$ cat src/rtl/plusarg_pkg.sv
// Shared types for the plusarg-fed transaction watchdog.
// State encoding and the plusarg value width.
package plusarg_pkg;

  localparam int PLUSARG_W = 32;

  typedef enum logic [1:0] {
    IDLE,
    COUNTING,
    EXPIRED,
    DISABLED
  } wd_state_t;

endpackage

$ cat src/rtl/plusarg_inflight_ctr.sv
// Saturating up/down outstanding-request counter.
// Exposes next value plus overflow/underflow strobes.
module plusarg_inflight_ctr #(
  parameter int CNT_W = 8
) (
  input  logic             clk_i,
  input  logic             rst_ni,
  input  logic             inc_i,
  input  logic             dec_i,
  output logic [CNT_W-1:0] cnt_o,
  output logic [CNT_W-1:0] cnt_d_o,
  output logic             ovf_o,
  output logic             unf_o
);

  localparam logic [CNT_W-1:0] MAX = '1;

  logic [CNT_W-1:0] cnt_q;
  logic [CNT_W-1:0] cnt_d;
  logic             ovf;

  always_comb begin
    cnt_d = cnt_q;
    ovf   = 1'b0;
    unique case (1'b1)
      inc_i && !dec_i: begin
        if (cnt_q == MAX) ovf = 1'b1;
        else cnt_d = cnt_q + 1'b1;
      end
      dec_i && !inc_i: begin
        if (cnt_q != '0) cnt_d = cnt_q - 1'b1;
      end
      default: ;
    endcase
  end

  always_ff @(posedge clk_i) begin
    if (!rst_ni) cnt_q <= '0;
    else         cnt_q <= cnt_d;
  end

  assign cnt_o   = cnt_q;
  assign cnt_d_o = cnt_d;
  assign ovf_o   = ovf;
  assign unf_o   = dec_i && (cnt_q == '0);

endmodule

$ cat src/rtl/plusarg_watchdog.sv
// Transaction-progress watchdog with a plusarg-supplied limit.
// Counts stall cycles while requests are outstanding.
module plusarg_watchdog
  import plusarg_pkg::*;
#(
  parameter int    CNT_W = 8,
  parameter string NAME  = "watchdog",
  parameter bit    FATAL = 1'b1
) (
  input  logic                 clock,
  input  logic                 reset,
  input  logic [PLUSARG_W-1:0] limit,
  input  logic                 req_fire,
  input  logic                 resp_fire,
  output logic [CNT_W-1:0]     inflight,
  output logic [PLUSARG_W-1:0] count,
  output logic                 timeout,
  output logic                 timeout_pulse,
  output logic                 err_ovf,
  output logic                 err_unf
);

  wd_state_t            state_q, state_d;
  logic [PLUSARG_W-1:0] limit_q;
  logic [PLUSARG_W-1:0] count_q, count_d;
  logic                 timeout_q, timeout_d;
  logic                 pulse_q, pulse_d;
  logic                 ovf_q, ovf_d;
  logic                 unf_q, unf_d;
  logic [CNT_W-1:0]     infl_q, infl_d;
  logic                 ovf_stb, unf_stb;
  logic                 last_cyc;

  plusarg_inflight_ctr #(
    .CNT_W(CNT_W)
  ) u_ctr (
    .clk_i  (clock),
    .rst_ni (reset),
    .inc_i  (req_fire),
    .dec_i  (resp_fire),
    .cnt_o  (infl_q),
    .cnt_d_o(infl_d),
    .ovf_o  (ovf_stb),
    .unf_o  (unf_stb)
  );

  // COUNTING is only reachable with limit_q != 0, so no wrap here.
  assign last_cyc = (count_q == limit_q - 1'b1);

  always_comb begin
    state_d = state_q;
    count_d = count_q;
    unique case (state_q)
      IDLE: begin
        count_d = '0;
        if (limit_q == '0)    state_d = DISABLED;
        else if (infl_d != '0) state_d = COUNTING;
      end
      COUNTING: begin
        if (!resp_fire && last_cyc) begin
          state_d = EXPIRED;
        end else if (infl_d == '0) begin
          state_d = IDLE;
          count_d = '0;
        end else if (resp_fire) begin
          count_d = '0;
        end else begin
          count_d = count_q + 1'b1;
        end
      end
      EXPIRED: ;
      DISABLED: count_d = '0;
      default: begin
        state_d = IDLE;
        count_d = '0;
      end
    endcase
  end

  always_comb begin
    timeout_d = timeout_q | (state_d == EXPIRED);
    pulse_d   = (state_d == EXPIRED) && (state_q != EXPIRED);
    ovf_d     = ovf_q | ovf_stb;
    unf_d     = unf_q | unf_stb;
  end

  always_ff @(posedge clock) begin
    if (!reset) begin
      state_q   <= IDLE;
      limit_q   <= limit;
      count_q   <= '0;
      timeout_q <= 1'b0;
      pulse_q   <= 1'b0;
      ovf_q     <= 1'b0;
      unf_q     <= 1'b0;
    end else begin
      state_q   <= state_d;
      count_q   <= count_d;
      timeout_q <= timeout_d;
      pulse_q   <= pulse_d;
      ovf_q     <= ovf_d;
      unf_q     <= unf_d;
    end
  end

`ifndef SYNTHESIS
  always @(posedge clock) begin
    if (FATAL && reset && pulse_d) begin
      $fatal(1, "%s: timeout, limit=%0d inflight=%0d",
             NAME, limit_q, infl_d);
    end
  end
`endif

  assign inflight      = infl_q;
  assign count         = count_q;
  assign timeout       = timeout_q;
  assign timeout_pulse = pulse_q;
  assign err_ovf       = ovf_q;
  assign err_unf       = unf_q;

endmodule

$ cat config.mk
export PLATFORM = sky130hd
export DESIGN_NAME = plusarg_watchdog
export DESIGN_NICKNAME = d
export VERILOG_FILES = /design/src/rtl/plusarg_pkg.sv /design/src/rtl/plusarg_inflight_ctr.sv /design/src/rtl/plusarg_watchdog.sv
export SDC_FILE = /design/constraint.sdc
export NUM_CORES = 1
export LEC_CHECK = 0
export CORE_UTILIZATION = 25
export CTS_CLUSTER_SIZE = 30
export DETAILED_ROUTE_END_ITERATION = 8
export DONT_BUFFER_PORTS = 1
export PLACE_DENSITY = 0.42
export RECOVER_POWER = 50
export SYNTH_ARGS = -nofsm -noshare
export SYNTH_HDL_FRONTEND = slang
export SYNTH_SLANG_ARGS = --single-unit
$ cat constraint.sdc
create_clock -name clock -period 3.8 [get_ports clock]
set_input_delay 0.76 -clock clock [delete_from_list [all_inputs] [get_ports clock]]
set_output_delay 0.76 -clock clock [all_outputs]
set_load 0.1 [all_outputs]
==> results.md <==
- The run finished, with violations left.
- The final reports fail on max-capacitance violations, max-slew violations.
- Setup violations remaining at the end of the flow were counted as 0.
- The most frequent standard cell in the layout excluding fill and tap cells is sky130_fd_sc_hd__buf_4.
- The cell type with the largest total area after synthesis is sky130_fd_sc_hd__edfxtp_1.
- The wire length per cell is 17.7 µm.
- CTS built an H-tree with a depth of 3.
- Of the total synthesized cell area, the portion taken by XOR and XNOR cells is 0.0660.
- The top cell types in the final layout, fill and taps aside, are sky130_fd_sc_hd__buf_4, sky130_fd_sc_hd__nand2_1, sky130_fd_sc_hd__dfxtp_1.
- Setup repair after global routing left no endpoint under its margin.
- From bottom edge to top edge, the die measures 144 µm.
- The setup path with the least slack is of type register to register.
- The number of nets in the synthesized netlist is 630.
- The launch instance of the worst register-to-register path is limit_q[0].
- The proportion of netlist area held by the largest area contributor is 0.191.
- Counting flops with a built-in enable in the synthesized netlist gives 32.
- The startpoint identified for the worst hold timing path is limit[13].
- The clock period could shrink to 3.57 ns.
- The number of antenna violations at the first check in global routing is 1.
- In this run, distinct cell masters in the synthesized netlist total 69.
- The register-to-register path setup slack is 0.23 ns.
- The number of instances in the synthesized netlist is 585.
- The tree is rooted in a sky130_fd_sc_hd__clkbuf_16.
- Once detailed placement completed, the half-perimeter wirelength came to 12.3 mm.
- The number of fill cells is 2094.
- Of the total synthesized cell area, the portion taken by AND, OR, NAND and NOR gates is 0.288.
- For this design, the CTS-stage hold fixing added 0 buffers.
- Measured on the finished design, the core utilization comes to 0.308.
- The number of rows in the core area is 51.
- Adding up every negative setup slack in the final design gives 0 ns.
- The first-pass GRT wire length is 24.7 mm.
- The endpoint identified for the worst register-to-register timing path is count[27].
- The number of setup buffers added after CTS is 0.
- The total instance count after detailed placement is 888.
- Once routing completed, OpenROAD measured the worst setup slack at 0.230 ns.
- The longest clock path from root to sink contains 2 buffers.
- Routability-driven placement finished with a final weighted congestion of 0.863.
- The mean instance size in the synthesized netlist is 8.62 µm².
- The transition time at the pin with the least slew margin is 1.55 ns.
- The post-route clock period utilization is 0.940.
- The total number of vias is 4737.
- The later pin in the worst-skew pair is clocked with a latency of 0.35 ns.
- The post-detailed-route count of antenna-violating nets is 0.
- The total of buffers placed on input and output ports is 0.
- The TritonCTS buffer count is 9.
- OpenSTA, run right after detailed placement, puts the worst setup slack at 0.123 ns.
- The number of instances on the worst hold path is 0.
- Based on the critical path, the design can be clocked at up to 0.280 GHz.
- The total detailed-routing wirelength is 16.0 mm.
- The clock transition at the registers of the reported paths is 0.06 ns.
- The final instance count without filler cells is 905.
- The tightest min-delay check is of the primary input to register type.
- The number of sinks driven by the clock tree is 78.
- The final layout contains 679 nets.
- The startpoint kind of the worst setup timing path is a register.
- The adder and majority gate portion of the synthesized area is 0.0223.
- The max-capacitance violation count is 2.
- The number of vias per cell is 5.23.
- The post-cts repair resize count is 0.
- After synthesis, the share of cell area in mux cells is 0.00819.
- The share of synthesized area occupied by flip-flops and latches is 0.373.
- Between clock sinks in the finished design, the worst skew comes to 0.00948 ns.
- The cell area power density is 359 nW/µm².
- The effective utilization at floorplan is 0.257.
- The CTS tree is done.
- Of the cells placed in the final design, the portion with a size suffix greater than 1 is 0.146.
- STA classifies the critical path endpoint as a register.
- In the post-synthesis netlist, the biggest area contributors are sky130_fd_sc_hd__edfxtp_1, sky130_fd_sc_hd__dfxtp_1, sky130_fd_sc_hd__xnor2_1, sky130_fd_sc_hd__nand2_1, sky130_fd_sc_hd__nand3_1.
- The final number of hold-violating endpoints is 0.
- The endpoint required time on the critical path is 4.10 ns.
- The synthesized design contains 78 register bits.
- The highest ir drop seen on vdd is 0.183 mV.
- The dominant combinational cell family by area after synthesis is simple AND/OR/NAND/NOR gates.
- The die covers 20700 µm².
- The compound-cell area share of the yosys netlist is 0.195.
- The worst hold path terminates at limit_q[13].
- For this design the static power due to leakage is 2.03 nW.
- The number of slew-limit violations in the final report is 17.
- The number of DRC markers after the initial detailed-route iteration is 320.
- The fraction of registers with async set/reset is 0.
- The I/O pin count is 80.
- The length in cells of the worst reg-to-reg path is 13.
- The mapped netlist covers 5040 µm².
- The first detailed-routing pass ran for 5 iterations.
- The storage element area is 1890 µm².
- The worst path arrival time is 3.87 ns.
- The normalized max-slew margin is -0.0300.
- The multi-input combinational cells in the finished layout cover a total of 2930 µm².
- The overall global routing resource usage is 0.159.
- Entering global routing, the biggest net connects 33 pins.
- Among all flip-flop cells after synthesis, the most frequent one is sky130_fd_sc_hd__dfxtp_1.
- For this run, design rule violations remaining after detail routing come to 0.
- The die span in x is 144 µm.
- The core region is 19600 µm².
- The highest net fanout along the worst path is 32.
- The via count of the first global-routing pass was 4485.
- The total grt overflow is 0.
- During synthesis, Yosys emitted a total of 0 warnings.
- The area growth from synthesis to layout is 19.6%.
==> flip-flops by register name (all words and copies together) (netlist names) <==
register / count
timeout_pulse: 1
err_ovf: 1
count: 32
err_unf: 1
state_q: 2
limit_q: 32
timeout: 1
u_ctr.cnt_o: 8
==> power breakdown <==
part	switching (mW)	internal, mW	total, mW
Clock	0.355	0.504	0.858
Combinational	0.206	0.125	0.332
Sequential	0.0610	0.913	0.974
==> cell type report <==
class | instances | share of cell area
Multi-Input combinational cell | 451 | 0.486
Inverter | 28 | 0.0174
Clock inverter | 7 | 0.0108
Timing Repair Buffer | 66 | 0.0801
Tap cell | 265 | 0.0550
Sequential cell | 78 | 0.313
Antenna cell | 1 | 0.000415
Clock buffer | 9 | 0.0374
==> cells in the mapped netlist, drive strengths merged (10+ instances only) <==
master   n
nand3   28
nor2    34
nand2   45
xor2    15
dfxtp   46
and3    12
edfxtp  32
o21ai   23
buf     12
and2    10
xnor2   23
nand4   15
nor3    26
clkbuf  16
nor4    20
inv     28
a21oi   27
or3     19
==> cell families after synthesis <==
logic type | count (synthesis)
AND/OR/NAND/NOR | 263
AO/OA/AOI/OAI | 137
flip-flops | 78
buffers and inverters | 56
multiplexers | 4
XOR/XNOR | 38
adder cells (fa/ha/maj) | 9
==> metrics by stage <==
| step | hold WS (ns) | total power, mW | area [µm²] |
|---|---|---|---|
| after CTS | 0.489 | 2.20 | 6060 |
| after floorplan | 0.560 | 1.22 | 5050 |
| final | 0.504 | 2.16 | 6030 |
| after detailed placement | 0.558 | 1.32 | 5770 |
| after global placement | 0.547 | 1.32 | 5770 |
| after global routing | 0.485 | 2.27 | 6030 |
==> critical path, cell delays in order, from the launching register on <==
cell and delay (ns):
sky130_fd_sc_hd__edfxtp_1 0.46, sky130_fd_sc_hd__inv_1 0.09, sky130_fd_sc_hd__ha_1 0.23, sky130_fd_sc_hd__or3b_2 0.52
sky130_fd_sc_hd__nor4_2 0.31, sky130_fd_sc_hd__buf_4 0.23, sky130_fd_sc_hd__nand4_1 0.09, sky130_fd_sc_hd__o32ai_1 0.16
sky130_fd_sc_hd__o21ba_1 0.20, sky130_fd_sc_hd__a2111o_1 0.44, sky130_fd_sc_hd__o31ai_4 0.30, sky130_fd_sc_hd__buf_12 0.23
sky130_fd_sc_hd__o21bai_1 0.14, sky130_fd_sc_hd__a22o_1 0.13
==> worst max path at each step <==
stage / end / slack, ns / from / cells past startpoint
final: count[27] / 0.23 / limit_q[0] / 13
after detailed placement: count[7] / 0.12 / req_fire / 11
after floorplan: count[16] / 0.01 / u_ctr.cnt_o[4] / 11
after global routing: count[22] / 0.05 / limit_q[0] / 13
after CTS: count[27] / 0.14 / limit_q[0] / 13
after global placement: count[7] / 0.17 / req_fire / 11
==> per-layer routing <==
layer,vias to the layer above,track usage,wire length (µm)
li1,2329,-,-
met1,2238,0.200,7190
met2,145,0.259,7440
met3,25,0.0391,945
met4,0,0.0622,420
met5,-,0,0
No activity file was read; power rests on OpenSTA's default activity.
